===== src/rtl/game_pkg.sv =====
// game_pkg: shared game types, ground line margin and frame timing helper
package game_pkg;
  typedef enum logic [1:0] {GROUND, RISING, FALLING} char_state_t;
  localparam int GROUND_MARGIN = 52;
  function automatic int frame_ticks(input int clk_hz, input int frame_rate);
    return clk_hz / frame_rate;
  endfunction
endpackage


===== src/rtl/vga_pkg.sv =====
// vga_pkg: visible display geometry shared by all draw stages
package vga_pkg;
  localparam int HOR_PIXELS = 1024;
  localparam int VER_PIXELS = 768;
endpackage


===== src/rtl/frame_tick_gen.sv =====
// frame_tick_gen: one-cycle registered pulse every CLK_HZ/FRAME_RATE cycles
module frame_tick_gen
  import game_pkg::*;
#(
  parameter int CLK_HZ     = 65_000_000,
  parameter int FRAME_RATE = 60
) (
  input  logic clk,
  input  logic rst,
  output logic frame_tick
);
  localparam int FT = frame_ticks(CLK_HZ, FRAME_RATE);
  localparam int W = FT > 1 ? $clog2(FT) : 1;
  localparam logic [W-1:0] LAST = W'(FT - 1);
  logic [W-1:0] cnt;
  always_ff @(posedge clk) begin
    if (rst) begin
      cnt <= '0;
      frame_tick <= 1'b0;
    end else begin
      cnt <= cnt == LAST ? '0 : cnt + 1'b1;
      frame_tick <= cnt == LAST;
    end
  end
endmodule


===== src/rtl/char_ctrl.sv =====
// char_ctrl: per-frame walk and gravity jump of the player sprite, clamped to the play field
module char_ctrl
  import game_pkg::*;
  import vga_pkg::*;
#(
  parameter int CLK_HZ     = 65_000_000,
  parameter int FRAME_RATE = 60,
  parameter int CHAR_LNG   = 24,
  parameter int CHAR_HGT   = 32,
  parameter int MOVE_STEP  = 4,
  parameter int JUMP_V     = 20,
  parameter int GRAVITY    = 1,
  parameter int MAX_FALL   = 16
) (
  input  logic        clk,
  input  logic        rst,
  input  logic        game_en,
  input  logic        btn_left,
  input  logic        btn_right,
  input  logic        btn_jump,
  output logic [11:0] char_x,
  output logic [11:0] char_y,
  output logic        char_dir,
  output logic        on_ground,
  output logic        frame_tick
);
  localparam logic signed [12:0] GROUND_Y_S = 13'(VER_PIXELS - GROUND_MARGIN - CHAR_HGT);
  localparam logic signed [12:0] X_MIN_S = 13'(CHAR_LNG);
  localparam logic signed [12:0] X_MAX_S = 13'(HOR_PIXELS - 1 - CHAR_LNG);
  localparam logic signed [12:0] Y_MIN_S = 13'(CHAR_HGT);
  localparam logic signed [12:0] STEP_S = 13'(MOVE_STEP);
  localparam logic signed [12:0] GRAV_S = 13'(GRAVITY);
  localparam logic signed [12:0] MAXF_S = 13'(MAX_FALL);
  localparam logic [11:0] X_RST = 12'(HOR_PIXELS * 3 / 4);
  localparam logic [5:0] JUMP_VEL = 6'(JUMP_V);
  char_state_t state;
  logic [5:0] vel;
  logic jump_pending, jump_q;
  logic signed [12:0] xs, ys, vs, x_l, x_r, y_up, v_inc, v_fall, y_dn;
  logic [11:0] x_l_c, x_r_c;
  logic go_l, go_r, upd;
  frame_tick_gen #(.CLK_HZ(CLK_HZ), .FRAME_RATE(FRAME_RATE)) u_tick (
    .clk(clk), .rst(rst), .frame_tick(frame_tick)
  );
  // 13-bit signed intermediates keep every subtraction from wrapping
  assign xs = {1'b0, char_x};
  assign ys = {1'b0, char_y};
  assign vs = {7'b0, vel};
  assign x_l = xs - STEP_S;
  assign x_r = xs + STEP_S;
  assign y_up = ys - vs;
  assign v_inc = vs + GRAV_S;
  assign v_fall = v_inc > MAXF_S ? MAXF_S : v_inc;
  assign y_dn = ys + v_fall;
  assign x_l_c = x_l < X_MIN_S ? X_MIN_S[11:0] : x_l[11:0];
  assign x_r_c = x_r > X_MAX_S ? X_MAX_S[11:0] : x_r[11:0];
  assign go_l = btn_left & ~btn_right;
  assign go_r = btn_right & ~btn_left;
  assign upd = frame_tick & game_en;
  always_ff @(posedge clk) begin
    if (rst) begin
      char_x <= X_RST;
      char_y <= GROUND_Y_S[11:0];
      char_dir <= 1'b1;
      on_ground <= 1'b1;
      state <= GROUND;
      vel <= '0;
      jump_pending <= 1'b0;
      jump_q <= 1'b0;
    end else begin
      jump_q <= btn_jump;
      jump_pending <= ~frame_tick & (jump_pending | (btn_jump & ~jump_q));
      if (upd) begin
        if (go_l) begin
          char_x <= x_l_c;
          char_dir <= 1'b0;
        end else if (go_r) begin
          char_x <= x_r_c;
          char_dir <= 1'b1;
        end
        case (state)
          GROUND: if (jump_pending) begin
            state <= RISING;
            vel <= JUMP_VEL;
            on_ground <= 1'b0;
          end
          RISING: if (y_up < Y_MIN_S) begin
            char_y <= Y_MIN_S[11:0];
            vel <= '0;
            state <= FALLING;
          end else begin
            char_y <= y_up[11:0];
            state <= vs <= GRAV_S ? FALLING : RISING;
            vel <= vs <= GRAV_S ? '0 : vel - GRAV_S[5:0];
          end
          FALLING: if (y_dn >= GROUND_Y_S) begin
            char_y <= GROUND_Y_S[11:0];
            vel <= '0;
            state <= GROUND;
            on_ground <= 1'b1;
          end else begin
            char_y <= y_dn[11:0];
            vel <= v_fall[5:0];
          end
          default: state <= GROUND;
        endcase
      end
    end
  end
endmodule


===== config.mk =====
export PLATFORM = sky130hd
export DESIGN_NAME = char_ctrl
export DESIGN_NICKNAME = d
export VERILOG_FILES = /design/src/rtl/game_pkg.sv /design/src/rtl/vga_pkg.sv /design/src/rtl/frame_tick_gen.sv /design/src/rtl/char_ctrl.sv
export SDC_FILE = /design/constraint.sdc
export NUM_CORES = 1
export LEC_CHECK = 0
export CORE_MARGIN = 2
export CORE_UTILIZATION = 40
export CTS_CLUSTER_DIAMETER = 30
export DETAILED_ROUTE_END_ITERATION = 8
export HOLD_SLACK_MARGIN = 0.08
export SLEW_MARGIN = 25
export SYNTH_ARGS = -nofsm -noshare
export SYNTH_HDL_FRONTEND = slang
export SYNTH_SLANG_ARGS = --single-unit

===== constraint.sdc =====
create_clock -name clk -period 4.4 [get_ports clk]
set_input_delay 0.88 -clock clk [delete_from_list [all_inputs] [get_ports clk]]
set_output_delay 0.88 -clock clk [all_outputs]
set_load 0.1 [all_outputs]

==> impl_metrics.toml <==
[status]
outcome = "finished, final reports clean"

[sta]
max_freq_mhz = 245
maxSlewHeadroom = 0.342
finClkSkew_ps = 11.1
rsz0062_at_grt = "no"
drv_slew = 0
period_needed_ps = 4080
period_share = 0.928
final.setup.tns_ps = 0
worst_pin_slew_ps = 984
hold_viol_final = 0
worst_slack_ps = 317
setup_viol = 0

[yosys]
netlist_area_um2 = 4510
ys_types = 78
yosys_most_used_dff = "dfxtp_1"
synth_cells = 599
synth_common_cells = "nor2_1, dfxtp_1, nand2_1, a21oi_1"
synthTopCellsByArea = "dfxtp_1, ha_1, nor2_1, a21oi_1, nand2_1"
synth-xor-area-share = 0.0699
ys_seq_area_frac = 0.253
synth_top_family_by_area = "simple AND/OR/NAND/NOR gates"
synth-seq-cells = 57
synth_mux_area_frac = 0.00444
synth_compound_area_frac = 0.262
async_flop_share = 0
synthAdderAreaFrac = 0.0782
yosys_warnings = 0
synth.largest_area_cell = "dfxtp_1"
synth_simple_gate_area_frac = 0.275
synth_edf_count = 0
netlist.area_leader.share = 0.253
syn_avg_cell_area_um2 = 7.53
synthMostInstantiatedCell = "nor2_1"

[routing]
post_drt_via_cell_ratio = 5.81
dr.pass1.iters = 5
wire_per_inst_um = 16.2
wl_um = 12400
drc = 0
antenna_left = 0
dr_total_vias = 4454
drtIter0Drc = 267

[clocking]
htree_levels = 3
clkSinkCount = 57
cts.clk_slew.worst_paths_ps = 60
cts_root_buf = "clkbuf_16"
hold_buffers = 0
numCtsBuffers = 9
clock_path_buffers = 2
clock_latency_ps = 330
tritoncts = "built"

[job]
maxCapViolCount = 0

[power_and_ir_drop]
p_sw_frac = 0.243
intPower_uw = 983
peakVddDrop_mv = 0.179
comb_power_share = 0.041
pwr-share-seq = 0.403
powerDensity_nw_per_um2 = 246
report.power.total_mw = 1.30
net-switching-power_uw = 315
leakage_nw = 1.82
p_clk_frac = 0.556

[floorplan]
fp.dieArea_um2 = 12100
design.core.area_um2 = 10900
start_util = 0.412
fp.dieH_um = 110
die_x_um = 110
io_pins = 33
rows = 38

[grt]
antenna_found_initial = 0
grt_pass1_wl_um = 20800
grt_max_degree = 22
grt_use_total = 0.220
grt_pass1_vias = 4215
overflow = 0

[finish]
layout-drive-gt1-share = 0.0734
fin_util = 0.482
area_growth_pct = 16.9
antenna_cells = 0
nets = 655

[critical_path]
arrival_ps = 4330
cp-start-kind = "register"
endpoint_kind = "register"
path_max_fanout = 11
cp.required_ps = 4650
crit_type = "register to register"

[place]
io_buffers = 32
place_congestion = 0.935
preCtsSetupSlack_ps = 134
place_hpwl_um = 8930

[min_path]
hold_class = "register to register"
==> metrics by stage <==
step	hold slack (ps)	cells	cell area (um2)
finish	494	767	5270
detailed placement	480	748	4930
CTS	493	764	5230
global placement	473	748	4930
floorplan	449	600	4510
global route	526	767	5270
==> logic make-up (layout without fill, tap and decap cells) <==
group                    Yosys count  after routing
other                              1              2
flip-flops                        57             57
AND/OR/NAND/NOR                  240            240
XOR/XNOR                          36             36
multiplexers                       2              2
buffers and inverters             62             89
adder cells (fa/ha/maj)           27             27
AO/OA/AOI/OAI                    174            174
==> sequential cells by signal, indices dropped and copies added, names as in the netlist <==
name / count
jump_pending: 1
char_y: 12
state: 2
on_ground: 1
u_tick.cnt: 21
vel: 6
char_dir: 1
jump_q: 1
char_x: 11
u_tick.frame_tick: 1
==> path summary, 6_finish.rpt <==
check / start / endpoint / depth (start not counted) / slack, ps
worst max register to register: vel[1]$_SDFFE_PP0P_ / state[0]$_SDFFE_PP0P_ / 19 / 320
worst max-delay path: vel[1]$_SDFFE_PP0P_ / state[0]$_SDFFE_PP0P_ / 19 / 320
worst min register to register: on_ground$_SDFFE_PP1P_ / on_ground$_SDFFE_PP1P_ / 1 / 490
worst min-delay path: on_ground$_SDFFE_PP1P_ / on_ground$_SDFFE_PP1P_ / 1 / 490
==> power by group through the flow <==
stage / Clock, mW / Sequential (mW) / Combinational [mW]
6_report: 0.722 / 0.523 / 0.0527
5_1_grt: 0.759 / 0.524 / 0.0584
4_1_cts: 0.736 / 0.523 / 0.0519
3_5_place_dp: 0 / 0.535 / 0.0516
3_3_place_gp: 0 / 0.535 / 0.0510
2_1_floorplan: 0 / 0.534 / 0.0361
==> what timing repair did <==
action | in CTS | in global routing
setup endpoints to repair | 0 | 17
setup buffers | 0 | 3
resized for setup | 0 | 2
==> cell usage in the layout, fill, tap and decap left out, types with 5 or more instances in the layout <==
master           instances
nand3_1                 26
clkbuf_16                9
nand2_1                 43
xor2_1                  18
nor2b_1                  8
nand4_1                  6
clkdlybuf4s50_1         32
a31oi_1                 10
buf_4                   10
a21o_1                   7
o21a_1                   7
and2_1                   5
dfxtp_1                 56
and3_1                   5
o21ai_0                 30
nor3_1                  27
ha_1                    24
o211ai_1                 8
nand2b_1                 7
o21ai_1                 14
a211oi_1                13
inv_1                   30
o31ai_1                  6
nor2_1                  69
nor4_1                   6
xnor2_1                 18
a21oi_1                 36
==> routing by layer <==
| layer | vias up | track usage | wire (um) |
|---|---|---|---|
| met2 | 133 | 0.346 | 5660 |
| met1 | 2091 | 0.308 | 5930 |
| met5 | - | 0 | 0 |
| met4 | 0 | 0.0598 | 125 |
| li1 | 2219 | - | - |
| met3 | 11 | 0.0412 | 725 |
==> worst max-delay path, stage by stage, from the launching register on <==
cell      delay, ps
dfxtp_2         370
ha_2            210
nand2_1         100
nor2_1          140
nand3_1          80
o21ai_0          90
nand2_1         140
nor2_1          160
ha_1            230
inv_1            70
fa_1            410
and2b_1         280
o21ai_1         150
a2111o_1        420
o21ai_0          90
a22o_1          260
a21oi_4         110
buf_12          170
o41a_1          360
nor3_1          170
==> cell type report <==
type | count | area [um2]
fill | 1114 | 5660
multi-input combinational | 481 | 3120
sequential | 57 | 1140
timing repair buffer | 43 | 415
clock buffer | 9 | 225
tap | 140 | 175
inverter | 30 | 113
clock inverter | 7 | 78.8
Note: power is estimated with default switching activity, not from simulation.
